File: src/rtl/snn_pkg.sv
// -----------------------------------------------------------------------------
// snn_pkg
//   Shared definitions for the SNN core scheduler: default core dimensions,
//   weight word width, the scheduler state type and a saturating counter
//   increment used by the event and spike counters.
// -----------------------------------------------------------------------------
package snn_pkg;

    localparam int DEF_N_NEURONS = 16;
    localparam int DEF_N_INPUTS  = 16;
    localparam int DEF_WEIGHT_W  = 8;
    localparam int CNT_W         = 16;

    typedef enum logic [2:0] {
        S_IDLE,
        S_LOAD,
        S_LOAD_TAIL,
        S_ACCUM,
        S_SETTLE,
        S_DRAIN,
        S_DRAIN_WAIT
    } sched_state_e;

    // Counters stick at all-ones instead of wrapping back to zero.
    function automatic logic [CNT_W-1:0] sat_inc(input logic [CNT_W-1:0] v);
        return (v == {CNT_W{1'b1}}) ? v : v + 1'b1;
    endfunction

endpackage

File: src/rtl/priority_encoder.sv
// -----------------------------------------------------------------------------
// priority_encoder
//   Returns the index of the lowest set bit of req_i.
//   Ports:
//     req_i    WIDTH           request vector
//     idx_o    $clog2(WIDTH)   lowest set index (0 when nothing is set)
//     valid_o  1               at least one request bit is set
// -----------------------------------------------------------------------------
module priority_encoder #(
    parameter int WIDTH = 16
) (
    input  logic [WIDTH-1:0]         req_i,
    output logic [$clog2(WIDTH)-1:0] idx_o,
    output logic                     valid_o
);

    // Scan from the top down so the lowest set bit is the last one written.
    always_comb begin
        idx_o   = '0;
        valid_o = 1'b0;
        for (int i = WIDTH - 1; i >= 0; i--) begin
            if (req_i[i]) begin
                idx_o   = ($clog2(WIDTH))'(i);
                valid_o = 1'b1;
            end
        end
    end

endmodule

File: src/rtl/snn_event_scheduler.sv
// -----------------------------------------------------------------------------
// snn_event_scheduler
//   Per-event sequencer for the SNN core. Accepts a sensor event, streams the
//   event's weight row out of the synchronous weight memory into the PEs,
//   pulses accumulate, then drains every resulting spike into the output FIFO
//   one handshake at a time. While idle it also grants host weight writes,
//   and the host wins over a simultaneous event.
//   Ports:
//     clock, reset              clock; asynchronous active-high reset
//     ev_valid/ev_addr/ev_ready sensor event handshake
//     host_wr_req/addr/data     host weight-write request
//     host_wr_gnt               write performed this cycle
//     mem_raddr                 weight read address {input_idx, neuron_idx}
//     mem_waddr/wdata/wen       weight memory write port
//     pe_wen                    one-hot PE weight-load strobe
//     accum_en                  accumulate pulse to all PEs
//     spike                     PE spike flags
//     spike_done/spike_sel      spike clear strobe and index; FIFO write
//     fifo_full                 output FIFO full
//     busy                      scheduler not idle
//     ev_count/spk_count        saturating event and spike counters
// -----------------------------------------------------------------------------
module snn_event_scheduler
    import snn_pkg::*;
#(
    parameter int  N_NEURONS = DEF_N_NEURONS,
    parameter int  N_INPUTS  = DEF_N_INPUTS,
    parameter int  WEIGHT_W  = DEF_WEIGHT_W,
    localparam int NI_W      = $clog2(N_INPUTS),
    localparam int NN_W      = $clog2(N_NEURONS),
    localparam int ADDR_W    = NI_W + NN_W
) (
    input  logic                 clock,
    input  logic                 reset,
    input  logic                 ev_valid,
    input  logic [NI_W-1:0]      ev_addr,
    output logic                 ev_ready,
    input  logic                 host_wr_req,
    input  logic [ADDR_W-1:0]    host_wr_addr,
    input  logic [WEIGHT_W-1:0]  host_wr_data,
    output logic                 host_wr_gnt,
    output logic [ADDR_W-1:0]    mem_raddr,
    output logic [ADDR_W-1:0]    mem_waddr,
    output logic [WEIGHT_W-1:0]  mem_wdata,
    output logic                 mem_wen,
    output logic [N_NEURONS-1:0] pe_wen,
    output logic                 accum_en,
    input  logic [N_NEURONS-1:0] spike,
    output logic                 spike_done,
    output logic [NN_W-1:0]      spike_sel,
    input  logic                 fifo_full,
    output logic                 busy,
    output logic [CNT_W-1:0]     ev_count,
    output logic [CNT_W-1:0]     spk_count
);

    localparam logic [NN_W-1:0]      LAST_COL = NN_W'(N_NEURONS - 1);
    localparam logic [N_NEURONS-1:0] PE_ONE   = {{(N_NEURONS-1){1'b0}}, 1'b1};

    sched_state_e         state_q, state_d;
    logic [NI_W-1:0]      ev_q, ev_d;
    logic [NN_W-1:0]      col_q, col_d;
    // Column pipe: the memory returns data one cycle after the read address,
    // so the PE strobe follows the column counter by one stage.
    logic                 pe_vld_q, pe_vld_d;
    logic [NN_W-1:0]      pe_col_q, pe_col_d;
    logic [NN_W-1:0]      sel_q, sel_d;
    logic [CNT_W-1:0]     ev_count_q, ev_count_d;
    logic [CNT_W-1:0]     spk_count_q, spk_count_d;

    logic [NN_W-1:0]      enc_idx;
    logic                 enc_valid;
    logic                 gnt_c, rdy_c, done_c, accum_c;
    logic [ADDR_W-1:0]    raddr_c;

    priority_encoder #(.WIDTH(N_NEURONS)) u_spike_enc (
        .req_i   (spike),
        .idx_o   (enc_idx),
        .valid_o (enc_valid)
    );

    // NOTE: every signal gets a default before the case so that no path
    // leaves a value unassigned, which would otherwise infer a latch.
    always_comb begin
        state_d     = state_q;
        ev_d        = ev_q;
        col_d       = col_q;
        pe_vld_d    = 1'b0;
        pe_col_d    = col_q;
        sel_d       = sel_q;
        ev_count_d  = ev_count_q;
        spk_count_d = spk_count_q;
        gnt_c       = 1'b0;
        rdy_c       = 1'b0;
        done_c      = 1'b0;
        accum_c     = 1'b0;
        raddr_c     = '0;

        case (state_q)
            S_IDLE: begin
                gnt_c = host_wr_req;
                rdy_c = !host_wr_req;
                if (ev_valid && rdy_c) begin
                    ev_d       = ev_addr;
                    ev_count_d = sat_inc(ev_count_q);
                    col_d      = '0;
                    state_d    = S_LOAD;
                end
            end
            S_LOAD: begin
                raddr_c  = {ev_q, col_q};
                pe_vld_d = 1'b1;
                // The column returns to zero only through the state change,
                // never by silently overflowing.
                if (col_q == LAST_COL) begin
                    col_d   = '0;
                    state_d = S_LOAD_TAIL;
                end else begin
                    col_d = col_q + 1'b1;
                end
            end
            S_LOAD_TAIL: state_d = S_ACCUM;
            S_ACCUM: begin
                accum_c = 1'b1;
                state_d = S_SETTLE;
            end
            S_SETTLE: state_d = S_DRAIN;
            S_DRAIN: begin
                if (!enc_valid) begin
                    state_d = S_IDLE;
                end else if (!fifo_full) begin
                    done_c      = 1'b1;
                    sel_d       = enc_idx;
                    spk_count_d = sat_inc(spk_count_q);
                    state_d     = S_DRAIN_WAIT;
                end
            end
            S_DRAIN_WAIT: state_d = S_DRAIN;
            default: state_d = S_IDLE;
        endcase
    end

    // NOTE: sequential state uses non-blocking assignments so every flop
    // samples the pre-edge values regardless of statement order.
    always_ff @(posedge clock or posedge reset) begin
        if (reset) begin
            state_q     <= S_IDLE;
            ev_q        <= '0;
            col_q       <= '0;
            pe_vld_q    <= 1'b0;
            pe_col_q    <= '0;
            sel_q       <= '0;
            ev_count_q  <= '0;
            spk_count_q <= '0;
        end else begin
            state_q     <= state_d;
            ev_q        <= ev_d;
            col_q       <= col_d;
            pe_vld_q    <= pe_vld_d;
            pe_col_q    <= pe_col_d;
            sel_q       <= sel_d;
            ev_count_q  <= ev_count_d;
            spk_count_q <= spk_count_d;
        end
    end

    // The idle-state grants depend directly on host inputs, so they are
    // masked while reset is held to keep every output at zero.
    assign host_wr_gnt = gnt_c && !reset;
    assign ev_ready    = rdy_c && !reset;
    assign mem_wen     = host_wr_gnt;
    assign mem_waddr   = reset ? '0 : host_wr_addr;
    assign mem_wdata   = reset ? '0 : host_wr_data;
    assign mem_raddr   = raddr_c;
    assign pe_wen      = pe_vld_q ? (PE_ONE << pe_col_q) : '0;
    assign accum_en    = accum_c;
    assign spike_done  = done_c;
    // Present the live index on the strobe cycle, hold it otherwise.
    assign spike_sel   = done_c ? enc_idx : sel_q;
    assign busy        = (state_q != S_IDLE);
    assign ev_count    = ev_count_q;
    assign spk_count   = spk_count_q;

endmodule

File: config.mk
export PLATFORM = sky130hd
export DESIGN_NAME = snn_event_scheduler
export DESIGN_NICKNAME = d
export VERILOG_FILES = /design/src/rtl/snn_pkg.sv /design/src/rtl/priority_encoder.sv /design/src/rtl/snn_event_scheduler.sv
export SDC_FILE = /design/constraint.sdc
export NUM_CORES = 1
export LEC_CHECK = 0
export BUFFER_PORTS_ARGS = -buffer_cell sky130_fd_sc_hd__buf_2
export CORE_MARGIN = 4
export CORE_UTILIZATION = 43
export DETAILED_ROUTE_END_ITERATION = 7
export GPL_TIMING_DRIVEN = 0
export HOLD_SLACK_MARGIN = 0.08
export PLACE_DENSITY = 0.77
export SYNTH_ARGS = -nofsm -noshare
export SYNTH_HDL_FRONTEND = slang
export SYNTH_SLANG_ARGS = --single-unit
export TNS_END_PERCENT = 10
File: constraint.sdc
create_clock -name clock -period 2.25 [get_ports clock]
set_clock_uncertainty 0.2 [all_clocks]
set_input_delay 0.225 -clock clock [delete_from_list [all_inputs] [get_ports clock]]
set_output_delay 0.225 -clock clock [all_outputs]
set_load 0.005 [all_outputs]
==> metrics.txt, run 1 <==
# TYPE chip_impl_metric gauge
chip_impl_metric{name="globalplace.congestion",unit=""} 0.867
chip_impl_metric{name="synth_cells",unit=""} 307
chip_impl_metric{name="postSynthRegisterBits",unit=""} 52
chip_impl_metric{name="worst_slew_pin_slew",unit="ns"} 1.06
chip_impl_metric{name="hold_violations",unit=""} 0
chip_impl_metric{name="final_net_count",unit=""} 495
chip_impl_metric{name="async_reset_ff_share",unit="%"} 100
chip_impl_metric{name="finalCriticalPeriod",unit="ns"} 2.29
chip_impl_info{name="setup.worst_path.class",value="register to primary output"} 1
chip_impl_metric{name="dp_hpwl",unit="um"} 5670
chip_impl_metric{name="syn2layout_area_growth",unit="%"} 37.8
chip_impl_info{name="cts_tree",value="built"} 1
chip_impl_info{name="ranking_of_synthesized_cells_by_area",value="sky130_fd_sc_hd__dfrtp_1, sky130_fd_sc_hd__xnor2_1, sky130_fd_sc_hd__nor2_1"} 1
chip_impl_metric{name="layout-drive-gt1-share",unit="%"} 38.6
chip_impl_metric{name="insertedDiodeCount",unit=""} 0
chip_impl_info{name="mostFrequentLayoutCell",value="sky130_fd_sc_hd__buf_2"} 1
chip_impl_metric{name="finalCoreUtilization",unit="%"} 61.6
chip_impl_metric{name="clk_latency",unit="ns"} 0.29
chip_impl_info{name="clockRootBuffer",value="sky130_fd_sc_hd__clkbuf_8"} 1
chip_impl_metric{name="crit_fanout",unit=""} 10
chip_impl_metric{name="die_w",unit="um"} 89.7
chip_impl_metric{name="grt_pass1_wl",unit="um"} 12800
chip_impl_metric{name="initial_utilization",unit="%"} 44.7
chip_impl_info{name="grt_setup_unrepaired",value="true"} 1
chip_impl_metric{name="clock_tree.buffer_depth",unit=""} 2
chip_impl_info{name="layout_common_cells",value="sky130_fd_sc_hd__buf_2, sky130_fd_sc_hd__dfrtp_1, sky130_fd_sc_hd__nor2_1, sky130_fd_sc_hd__nand2_1, sky130_fd_sc_hd__nand3_1"} 1
chip_impl_metric{name="max_slew_margin",unit="%"} 29.3
chip_impl_metric{name="total_of_warnings_raised_by_yosys",unit=""} 0
chip_impl_metric{name="switching_power",unit="W"} 0.00122
chip_impl_metric{name="clk_transition_reported_paths",unit="ns"} 0.09
chip_impl_metric{name="pin_count_of_the_biggest_net_entering_global_routing",unit=""} 30
chip_impl_metric{name="cts-buffers-inserted",unit=""} 5
chip_impl_info{name="failing_checks",value="setup timing"} 1
chip_impl_metric{name="synth_enable_flop_cells",unit=""} 0
chip_impl_metric{name="die_area",unit="sq um"} 8050
chip_impl_metric{name="routed_via_density",unit=""} 5.35
chip_impl_metric{name="clock-sinks",unit=""} 52
chip_impl_metric{name="number_of_placement_rows",unit=""} 29
chip_impl_info{name="outcome",value="finished with violations"} 1
chip_impl_metric{name="clock_power_share",unit="%"} 16.5
chip_impl_metric{name="max_freq",unit="GHz"} 0.436
chip_impl_metric{name="syn_nets",unit=""} 351
chip_impl_metric{name="crit_arrival",unit="ns"} 1.87
chip_impl_metric{name="die_h",unit="um"} 89.7
chip_impl_info{name="hold_class",value="input port to register"} 1
chip_impl_metric{name="post-route-worst-setup-slack",unit="ns"} -0.0446
chip_impl_metric{name="route.detailed.drc",unit=""} 0
chip_impl_metric{name="avgSynthCellArea",unit="sq um"} 9.35
chip_impl_metric{name="comb_power_share",unit="%"} 39.7
chip_impl_metric{name="detailedRoute.firstIterationViolations",unit=""} 67
chip_impl_metric{name="power.share.switching",unit="%"} 36.4
chip_impl_info{name="worstSetupStartpointType",value="register"} 1
chip_impl_info{name="setup.worst_path.end_class",value="primary output"} 1
chip_impl_metric{name="cellPowerDensity",unit="nW/um^2"} 847
chip_impl_metric{name="htree_levels",unit=""} 2
chip_impl_metric{name="drt-total-wl",unit="um"} 7620
chip_impl_metric{name="grt_usage",unit="%"} 18.7
chip_impl_metric{name="avgRoutedWirePerCell",unit="um"} 14.4
chip_impl_metric{name="number_of_global_route_vias_before_repair",unit=""} 2728
chip_impl_metric{name="pre_cts_ws",unit="ns"} -0.121
chip_impl_metric{name="io_pins",unit=""} 123
chip_impl_metric{name="port-buffer-count",unit=""} 122
chip_impl_metric{name="drtPass1Iterations",unit=""} 4
chip_impl_metric{name="drv_slew",unit=""} 0
chip_impl_metric{name="setup_tns",unit="ns"} -0.0446
chip_impl_metric{name="routed-via-count",unit=""} 2827
chip_impl_metric{name="antenna_found_initial",unit=""} 0
chip_impl_metric{name="core_region_area",unit="sq um"} 6420
chip_impl_info{name="synth_largest_area_cell",value="sky130_fd_sc_hd__dfrtp_1"} 1
chip_impl_metric{name="internal_power",unit="W"} 0.00213
chip_impl_metric{name="synth_top_area_share",unit="%"} 45.3
chip_impl_metric{name="timing.max_cap.violations",unit=""} 0
chip_impl_metric{name="critPathRequiredTime",unit="ns"} 1.82
chip_impl_metric{name="syn_area",unit="sq um"} 2870
chip_impl_metric{name="timing.final.setup_violations",unit=""} 1
chip_impl_metric{name="cellLeakagePower",unit="nW"} 1.95
chip_impl_metric{name="ir_worst_vdd",unit="V"} 0.000323
chip_impl_metric{name="seqPwrFrac",unit="%"} 43.8
chip_impl_metric{name="yosysSeqAreaShare",unit="%"} 45.3
chip_impl_info{name="yosys_most_used_dff",value="sky130_fd_sc_hd__dfrtp_1"} 1
chip_impl_metric{name="period_share",unit="%"} 102
chip_impl_metric{name="postRouteAntennaNets",unit=""} 0
chip_impl_metric{name="grt_overflow",unit=""} 0
chip_impl_metric{name="synthDistinctLibCells",unit=""} 54
## metal layers
layer  part of all wire, %  GRT usage [%]
met5                     0              0
met4                   1.8           6.26
met3                   5.1           4.34
met2                    50           32.6
met1                    43           22.9
## Yosys cell counts (6+ instances only)
cell type,count
sky130_fd_sc_hd__dfrtp_1,52
sky130_fd_sc_hd__nor2_1,33
sky130_fd_sc_hd__nand2_1,23
sky130_fd_sc_hd__nand3_1,20
sky130_fd_sc_hd__nor2b_1,19
sky130_fd_sc_hd__nand4_1,17
sky130_fd_sc_hd__xnor2_1,16
sky130_fd_sc_hd__nor3_1,13
sky130_fd_sc_hd__and2_1,10
sky130_fd_sc_hd__inv_1,8
sky130_fd_sc_hd__nand2b_1,8
sky130_fd_sc_hd__xor2_1,8
sky130_fd_sc_hd__a21oi_1,6
sky130_fd_sc_hd__o21ai_0,6
## repair_timing
action,CTS,global route
hold buffers,8,0
pin swaps,2,2
setup buffers,4,3
endpoints found under the hold margin,29,0
gates resized for setup,15,14
endpoints found under the setup margin,14,17
## power by group through the flow
| stage | clock [W] | sequential (W) | combinational [W] |
|---|---|---|---|
| 2_1_floorplan | 0 | 0.00142 | 0.000701 |
| 3_3_place_gp | 0 | 0.00145 | 0.00110 |
| 3_5_place_dp | 0 | 0.00147 | 0.00114 |
| 4_1_cts | 0.000583 | 0.00145 | 0.00126 |
| 5_1_grt | 0.000620 | 0.00152 | 0.00148 |
| 6_report | 0.000553 | 0.00146 | 0.00133 |
## final timing paths
check / from / to / slack, ns / cells after the start
max in group asynchronous: reset / state_q[0]$_DFFE_PP0P_ / 0.52 / 3
worst min register to register: col_q[2]$_DFFE_PP0P_ / pe_col_q[2]$_DFF_PP0_ / 0.24 / 0
worst max-delay path: state_q[1]$_DFFE_PP0P_ / spike_sel[1] / -0.04 / 6
worst max register to register: spk_count[1]$_DFFE_PP0P_ / spk_count[1]$_DFFE_PP0P_ / 0.03 / 6
min in group asynchronous: reset / ev_count[15]$_DFFE_PP0P_ / 0.42 / 4
worst min-delay path: spike[1] / sel_q[1]$_DFFE_PP0N_ / 0.13 / 3
## flip-flops by register name, indices dropped and copies added (netlist names)
register,cells
spk_count,16
ev_count,16
sel_q,4
pe_col_q,4
ev_q,4
col_q,4
pe_vld_q,1
state_q,3
## critical path, cell delays in order, from the launching register on
cell and delay [ns]:
sky130_fd_sc_hd__dfrtp_2 0.47, sky130_fd_sc_hd__nand4bb_4 0.28, sky130_fd_sc_hd__a41oi_4 0.25, sky130_fd_sc_hd__buf_6 0.18
sky130_fd_sc_hd__nor2b_2 0.05, sky130_fd_sc_hd__a41o_1 0.22, sky130_fd_sc_hd__buf_2 0.13
## cell families after synthesis
group                      synth area share [%]
and+or+nand+nor                            33.3
DFF                                        45.3
AOI/OAI and AO/OA                          7.72
xor gates and xnor gates                   7.32
buffers and inverters                      2.57
muxes                                      2.40
adders and majority gates                  1.31
## cell type report
cell class / count / area, sq um
Fill cell: 574 / 2470
Multi-Input combinational cell: 238 / 1600
Clock buffer: 7 / 96.3
Timing Repair Buffer: 138 / 763
Sequential cell: 52 / 1310
Buffer: 7 / 57.6
Tap cell: 77 / 96.3
Inverter: 9 / 33.8
## through the flow
stage | total power (W) | hold slack (ns) | instances | area, sq um
after floorplan | 0.00212 | 0.130 | 307 | 2870
after global placement | 0.00256 | 0.207 | 506 | 3580
after CTS | 0.00329 | 0.0960 | 525 | 3860
final | 0.00335 | 0.128 | 528 | 3950
after detailed placement | 0.00261 | 0.172 | 507 | 3600
after global routing | 0.00362 | 0.118 | 528 | 3950
(Power assumes the default switching activity.)
==> run 2, diff against run 1 <==
Settings changed: ABC_AREA set to 1.
==> metrics.txt, run 2 <==
# TYPE chip_impl_metric gauge
chip_impl_metric{name="grt_overflow",unit=""} 0
chip_impl_metric{name="max_freq",unit="GHz"} 0.471
chip_impl_metric{name="clk_transition_reported_paths",unit="ns"} 0.09
chip_impl_metric{name="synth_enable_flop_cells",unit=""} 0
chip_impl_metric{name="clock-sinks",unit=""} 52
chip_impl_metric{name="number_of_placement_rows",unit=""} 29
chip_impl_metric{name="postSynthRegisterBits",unit=""} 52
chip_impl_info{name="netlist_top_cells_count",value="sky130_fd_sc_hd__nor2_1, sky130_fd_sc_hd__inv_1, sky130_fd_sc_hd__nand2_1"} 1
chip_impl_info{name="worstSetupStartpointType",value="register"} 1
chip_impl_metric{name="die_h",unit="um"} 89.6
chip_impl_metric{name="antenna_found_initial",unit=""} 0
chip_impl_metric{name="hold_violations",unit=""} 0
chip_impl_info{name="clockRootBuffer",value="sky130_fd_sc_hd__clkbuf_8"} 1
chip_impl_info{name="mostFrequentLayoutCell",value="sky130_fd_sc_hd__buf_2"} 1
chip_impl_metric{name="die_area",unit="sq um"} 8030
chip_impl_info{name="post-synth-top-count-cell",value="sky130_fd_sc_hd__nor2_1"} 1
chip_impl_metric{name="crit_arrival",unit="ns"} 1.70
chip_impl_metric{name="number_of_global_route_vias_before_repair",unit=""} 2461
chip_impl_metric{name="cellLeakagePower",unit="nW"} 2.20
chip_impl_metric{name="io_pins",unit=""} 123
chip_impl_metric{name="syn_area",unit="sq um"} 2870
chip_impl_metric{name="initial_utilization",unit="%"} 44.6
chip_impl_metric{name="cellPowerDensity",unit="nW/um^2"} 805
chip_impl_metric{name="cts-buffers-inserted",unit=""} 5
chip_impl_info{name="layout_common_cells",value="sky130_fd_sc_hd__buf_2, sky130_fd_sc_hd__nor2_1, sky130_fd_sc_hd__nand2_1, sky130_fd_sc_hd__inv_1, sky130_fd_sc_hd__dfrtp_1"} 1
chip_impl_metric{name="report.power.total",unit="W"} 0.00305
chip_impl_metric{name="die_w",unit="um"} 89.6
chip_impl_metric{name="final_net_count",unit=""} 551
chip_impl_metric{name="routed_via_density",unit=""} 4.64
chip_impl_metric{name="clk_latency",unit="ns"} 0.30
chip_impl_metric{name="finalCoreUtilization",unit="%"} 58.9
chip_impl_metric{name="synthDistinctLibCells",unit=""} 34
chip_impl_metric{name="ir_worst_vdd",unit="V"} 0.000475
chip_impl_metric{name="syn2layout_area_growth",unit="%"} 32.1
chip_impl_info{name="cts_tree",value="built"} 1
chip_impl_metric{name="port-buffer-count",unit=""} 121
chip_impl_metric{name="insertedDiodeCount",unit=""} 0
chip_impl_metric{name="total_of_warnings_raised_by_yosys",unit=""} 0
chip_impl_metric{name="avgRoutedWirePerCell",unit="um"} 11.3
chip_impl_metric{name="detailedRoute.firstIterationViolations",unit=""} 79
chip_impl_metric{name="yosysSeqAreaShare",unit="%"} 45.4
chip_impl_metric{name="grt_usage",unit="%"} 16.9
chip_impl_metric{name="timing.final.setup_violations",unit=""} 0
chip_impl_metric{name="syn_nets",unit=""} 413
chip_impl_info{name="yosys_most_used_dff",value="sky130_fd_sc_hd__dfrtp_1"} 1
chip_impl_info{name="ranking_of_synthesized_cells_by_area",value="sky130_fd_sc_hd__dfrtp_1, sky130_fd_sc_hd__nor2_1, sky130_fd_sc_hd__inv_1"} 1
chip_impl_metric{name="drv_slew",unit=""} 0
chip_impl_metric{name="htree_levels",unit=""} 2
chip_impl_metric{name="finalCriticalPeriod",unit="ns"} 2.12
chip_impl_metric{name="core_region_area",unit="sq um"} 6420
chip_impl_metric{name="layout-drive-gt1-share",unit="%"} 30.1
chip_impl_metric{name="pin_count_of_the_biggest_net_entering_global_routing",unit=""} 32
chip_impl_metric{name="globalplace.congestion",unit=""} 0.802
chip_impl_info{name="grt_setup_unrepaired",value="false"} 1
chip_impl_info{name="outcome",value="completed"} 1
chip_impl_metric{name="clock_tree.buffer_depth",unit=""} 2
chip_impl_metric{name="route.detailed.drc",unit=""} 0
chip_impl_metric{name="setup_tns",unit="ns"} 0
chip_impl_metric{name="worst_slew_pin_slew",unit="ns"} 0.500
chip_impl_metric{name="avgSynthCellArea",unit="sq um"} 7.76
chip_impl_metric{name="timing.max_cap.violations",unit=""} 0
chip_impl_metric{name="max_slew_margin",unit="%"} 66.6
chip_impl_metric{name="dp_hpwl",unit="um"} 5240
chip_impl_metric{name="drtPass1Iterations",unit=""} 4
chip_impl_metric{name="drt-total-wl",unit="um"} 6620
chip_impl_info{name="setup.worst_path.end_class",value="primary output"} 1
chip_impl_metric{name="grt_pass1_wl",unit="um"} 10900
chip_impl_info{name="setup.worst_path.class",value="register to primary output"} 1
chip_impl_metric{name="crit_fanout",unit=""} 10
chip_impl_metric{name="postRouteAntennaNets",unit=""} 0
chip_impl_metric{name="critPathRequiredTime",unit="ns"} 1.82
chip_impl_info{name="synth_largest_area_cell",value="sky130_fd_sc_hd__dfrtp_1"} 1
chip_impl_metric{name="synth_top_area_share",unit="%"} 45.4
chip_impl_info{name="hold_class",value="input port to register"} 1
chip_impl_metric{name="routed-via-count",unit=""} 2715
chip_impl_metric{name="synth_cells",unit=""} 369
chip_impl_metric{name="period_share",unit="%"} 94.4
chip_impl_metric{name="async_reset_ff_share",unit="%"} 100
## run 2: cell count changes in the layout (fill, tap and decap cells not counted), sizes merged, moves of 11 or more
| cell | change |
|---|---|
| xor2 | +11 |
| nor2 | +46 |
| and2 | -11 |
| nand3 | +11 |
| inv | +59 |
| nor2b | -19 |
| buf | -11 |
| nand2 | +43 |
| nand4 | -13 |
## run 2: metrics by stage
| step | instances | instance area, sq um | hold slack [ns] | worst slack [ns] |
|---|---|---|---|---|
| finish | 585 | 3780 | 0.128 | 0.125 |
| global route | 585 | 3780 | 0.139 | 0.0141 |
| CTS | 584 | 3760 | 0.103 | 0.0370 |
| detailed placement | 568 | 3590 | 0.210 | 0.227 |
| global placement | 567 | 3570 | 0.203 | -0.483 |
| floorplan | 369 | 2870 | 0.146 | 0.143 |
## run 2: logic make-up (layout without fill, tap and decap cells)
| kind of cell | after synthesis | in the layout | share of synthesized area [%] |
|---|---|---|---|
| AOI/OAI and AO/OA | 19 | 19 | 4.32 |
| xor gates and xnor gates | 29 | 29 | 8.86 |
| adders and majority gates | 3 | 3 | 1.31 |
| buffers and inverters | 71 | 210 | 9.56 |
| DFF | 52 | 52 | 45.4 |
| muxes | 1 | 1 | 0.393 |
| and+or+nand+nor | 194 | 194 | 30.1 |
## run 2: worst paths after layout
check / from / endpoint / slack (ns) / depth (start not counted)
min in group asynchronous: reset / state_q[2]$_DFFE_PP0P_ / 0.16 / 3
max reg2reg: state_q[0]$_DFFE_PP0P_ / sel_q[1]$_DFFE_PP0N_ / 0.16 / 10
max in group asynchronous: reset / spk_count[2]$_DFFE_PP0P_ / 1.17 / 4
min reg2reg: col_q[3]$_DFFE_PP0P_ / pe_col_q[3]$_DFF_PP0_ / 0.23 / 0
max: state_q[0]$_DFFE_PP0P_ / mem_raddr[7] / 0.13 / 7
min: host_wr_req / state_q[0]$_DFFE_PP0P_ / 0.13 / 4
## run 2: power by group
group	switching [W]	internal (W)	total, W
Combinational	0.000664	0.000490	0.00115
Clock	0.000315	0.000224	0.000539
Sequential	0.000187	0.00117	0.00135
## run 2: layout make-up
class                           instances  area [sq um]
Inverter                               67           254
Timing Repair Buffer                  131           713
Fill cell                             599          2640
Clock inverter                          3          22.5
Buffer                                  4          20.0
Tap cell                               77          96.3
Multi-Input combinational cell        246          1310
Sequential cell                        52          1300
Clock buffer                            5          68.8
## run 2: per-layer routing
metal / global-route usage [%] / vias to the layer above / share of wire, %
met5: 0 / - / 0
met4: 3.25 / 0 / 0.35
met3: 4.01 / 2 / 5.7
met2: 30.7 / 66 / 50
met1: 20.6 / 1246 / 43
li1: - / 1401 / -
## run 2: repair_timing
action / in CTS / in global routing
pin swaps: 0 / 0
buffers inserted: 0 / 1
setup endpoints to repair: 1 / 7
hold buffers: 8 / 0
endpoints found under the hold margin: 9 / 0
resized for setup: 1 / 3
## run 2: worst max-delay path, cell delays in order, from the launching register on
cell and delay (ns):
sky130_fd_sc_hd__dfrtp_1 0.39, sky130_fd_sc_hd__inv_1 0.06, sky130_fd_sc_hd__nor2_1 0.08, sky130_fd_sc_hd__inv_1 0.08, sky130_fd_sc_hd__nor2_1 0.31, sky130_fd_sc_hd__inv_2 0.19
sky130_fd_sc_hd__nor2_1 0.16, sky130_fd_sc_hd__buf_2 0.14
==> run 3, diff against run 2 <==
Settings changed: CTS_CLUSTER_SIZE set to 16, RECOVER_POWER set to 100, SLEW_MARGIN set to 40.
==> metrics.txt, run 3 (synthesis gave the netlist of run 2 again) <==
# TYPE chip_impl_metric gauge
chip_impl_metric{name="worst_slew_pin_slew",unit="ns"} 1.16
chip_impl_metric{name="number_of_placement_rows",unit=""} 29
chip_impl_info{name="grt_setup_unrepaired",value="false"} 1
chip_impl_metric{name="worstHoldPathCells",unit=""} 4
chip_impl_metric{name="route.detailed.drc",unit=""} 0
chip_impl_metric{name="crit_arrival",unit="ns"} 1.66
chip_impl_info{name="worstSetupStartpointType",value="register"} 1
chip_impl_metric{name="timing.max_cap.violations",unit=""} 0
chip_impl_metric{name="max_slew_margin",unit="%"} 22.0
chip_impl_metric{name="cellPowerDensity",unit="nW/um^2"} 816
chip_impl_metric{name="reg2reg_setup_slack",unit="ns"} 0.18
chip_impl_metric{name="fillers",unit=""} 638
chip_impl_metric{name="hold_violations",unit=""} 0
chip_impl_metric{name="avgRoutedWirePerCell",unit="um"} 11.5
chip_impl_metric{name="die_w",unit="um"} 89.6
chip_impl_metric{name="grt_usage",unit="%"} 17.2
chip_impl_info{name="setup.worst_path.class",value="register to primary output"} 1
chip_impl_metric{name="period_share",unit="%"} 92.5
chip_impl_info{name="hold_class",value="input port to register"} 1
chip_impl_metric{name="clock-sinks",unit=""} 52
chip_impl_metric{name="postRouteAntennaNets",unit=""} 0
chip_impl_metric{name="routed_via_density",unit=""} 4.67
chip_impl_metric{name="initial_utilization",unit="%"} 44.6
chip_impl_metric{name="fin_area",unit="sq um"} 3670
chip_impl_metric{name="grt_overflow",unit=""} 0
chip_impl_metric{name="r2r.worst_path.cells",unit=""} 9
chip_impl_metric{name="port-buffer-count",unit=""} 121
chip_impl_info{name="hold_path_startpoint",value="host_wr_req"} 1
chip_impl_metric{name="placed_cells",unit=""} 568
chip_impl_metric{name="seq_area",unit="sq um"} 1300
chip_impl_metric{name="cts-buffers-inserted",unit=""} 5
chip_impl_metric{name="die_area",unit="sq um"} 8030
chip_impl_metric{name="layout-drive-gt1-share",unit="%"} 15.4
chip_impl_metric{name="syn2layout_area_growth",unit="%"} 28.2
chip_impl_metric{name="clk_transition_reported_paths",unit="ns"} 0.09
chip_impl_metric{name="number_of_global_route_vias_before_repair",unit=""} 2517
chip_impl_metric{name="htree_levels",unit=""} 2
chip_impl_metric{name="timing.final.setup_violations",unit=""} 0
chip_impl_info{name="setup.worst_path.end_class",value="primary output"} 1
chip_impl_metric{name="whs",unit="ns"} 0.122
chip_impl_metric{name="die_h",unit="um"} 89.6
chip_impl_metric{name="cellLeakagePower",unit="nW"} 1.92
chip_impl_metric{name="detailedRoute.firstIterationViolations",unit=""} 51
chip_impl_metric{name="multi_input_comb_area",unit="sq um"} 1280
chip_impl_metric{name="globalplace.congestion",unit=""} 0.802
chip_impl_info{name="mostFrequentLayoutCell",value="sky130_fd_sc_hd__nor2_1"} 1
chip_impl_metric{name="antenna_found_initial",unit=""} 0
chip_impl_metric{name="clk_latency",unit="ns"} 0.30
chip_impl_metric{name="pin_count_of_the_biggest_net_entering_global_routing",unit=""} 30
chip_impl_metric{name="insertedDiodeCount",unit=""} 0
chip_impl_metric{name="drt-total-wl",unit="um"} 6730
chip_impl_metric{name="routed-via-count",unit=""} 2731
chip_impl_metric{name="core_region_area",unit="sq um"} 6420
chip_impl_metric{name="critPathRequiredTime",unit="ns"} 1.82
chip_impl_metric{name="post-route-worst-setup-slack",unit="ns"} 0.168
chip_impl_info{name="r2r-end",value="spk_count[11]$_DFFE_PP0P_"} 1
chip_impl_metric{name="drv_slew",unit=""} 0
chip_impl_info{name="hold_end",value="state_q[0]$_DFFE_PP0P_"} 1
chip_impl_metric{name="finalCriticalPeriod",unit="ns"} 2.08
chip_impl_metric{name="dp_hpwl",unit="um"} 5270
chip_impl_info{name="regToRegStartpoint",value="spk_count[0]$_DFFE_PP0P_"} 1
chip_impl_metric{name="crit_fanout",unit=""} 7
chip_impl_metric{name="layout.cells.non_filler",unit=""} 585
chip_impl_metric{name="drtPass1Iterations",unit=""} 4
chip_impl_info{name="clockRootBuffer",value="sky130_fd_sc_hd__clkbuf_8"} 1
chip_impl_info{name="cts_tree",value="built"} 1
chip_impl_metric{name="clock_tree.buffer_depth",unit=""} 2
chip_impl_metric{name="final_net_count",unit=""} 551
chip_impl_metric{name="grt_pass1_wl",unit="um"} 11000
chip_impl_metric{name="placed_area",unit="sq um"} 3590
chip_impl_info{name="layout_common_cells",value="sky130_fd_sc_hd__nor2_1, sky130_fd_sc_hd__clkbuf_1, sky130_fd_sc_hd__nand2_1, sky130_fd_sc_hd__inv_1, sky130_fd_sc_hd__dfrtp_1"} 1
chip_impl_metric{name="io_pins",unit=""} 123
chip_impl_metric{name="ir_worst_vdd",unit="V"} 0.000566
chip_impl_metric{name="max_freq",unit="GHz"} 0.480
chip_impl_info{name="outcome",value="completed"} 1
chip_impl_metric{name="pre_cts_ws",unit="ns"} 0.215
==> run 3: cell types whose count changed in the layout (fill, tap and decap cells not counted), sizes merged <==
| cell | previous run | this run |
|---|---|---|
| clkbuf | 7 | 78 |
| buf | 125 | 54 |
| inv | 68 | 67 |
| clkinvlp | 0 | 1 |
==> run 3: cell type report <==
class | instances | share of cell area (%)
flip-flops and latches | 52 | 35.4
multi-input cells | 246 | 34.9
repair buffers | 131 | 17.1
inverters | 67 | 6.95
well taps | 77 | 2.62
clock buffers | 5 | 1.87
clock inverters | 3 | 0.613
plain buffers | 4 | 0.511
==> run 3: per-stage QoR <==
stage	TNS, ns	util [%]	total power [W]
finish	0	57.2	0.00300
global route	0	57.2	0.00326
CTS	0	58.6	0.00306
detailed placement	0	55.9	0.00248
global placement	-25.00	55.5	0.00243
floorplan	0	-	0.00204
==> run 3: how the worst max path moves through the flow <==
stage                                 from                        to  slack, ns  cells past startpoint
floorplan                            reset      col_q[0]$_DFFE_PP0P_       0.14                      3
global placement                     reset  spk_count[2]$_DFFE_PP0P_      -0.48                      3
detailed placement                spike[5]              spike_sel[3]       0.21                      9
CTS                 state_q[0]$_DFFE_PP0P_              spike_sel[2]       0.04                      8
global route        state_q[0]$_DFFE_PP0P_              spike_sel[1]       0.04                     10
finish              state_q[0]$_DFFE_PP0P_              spike_sel[1]       0.17                     10
==> run 3: layer usage <==
metal | track usage, % | share of wire (%)
met5 | 0 | 0
met4 | 3.79 | 0.73
met3 | 4.29 | 5.9
met2 | 31.3 | 50
met1 | 20.3 | 43
==> run 3: power by group <==
group | internal [W] | switching [W] | total, W
combinational | 0.000442 | 0.000662 | 0.00110
sequential | 0.00117 | 0.000189 | 0.00135
clock | 0.000223 | 0.000315 | 0.000539
==> run 3: what timing repair did <==
action	4_1_cts	5_1_grt
gates cloned	0	0
endpoints found under the setup margin	1	4
endpoints found under the hold margin	9	0
resized for setup	1	3
hold buffers	8	0
buffers inserted	0	1
==> run 3: worst max-delay path, stage by stage (launching register included) <==
cell and delay (ns):
sky130_fd_sc_hd__dfrtp_1 0.39, sky130_fd_sc_hd__inv_1 0.06, sky130_fd_sc_hd__nor2_1 0.08, sky130_fd_sc_hd__inv_1 0.07, sky130_fd_sc_hd__nor2_2 0.13, sky130_fd_sc_hd__o21a_4 0.18, sky130_fd_sc_hd__nand2_4 0.09, sky130_fd_sc_hd__inv_2 0.08
sky130_fd_sc_hd__nand3_1 0.06, sky130_fd_sc_hd__nand2_1 0.09, sky130_fd_sc_hd__clkbuf_1 0.12
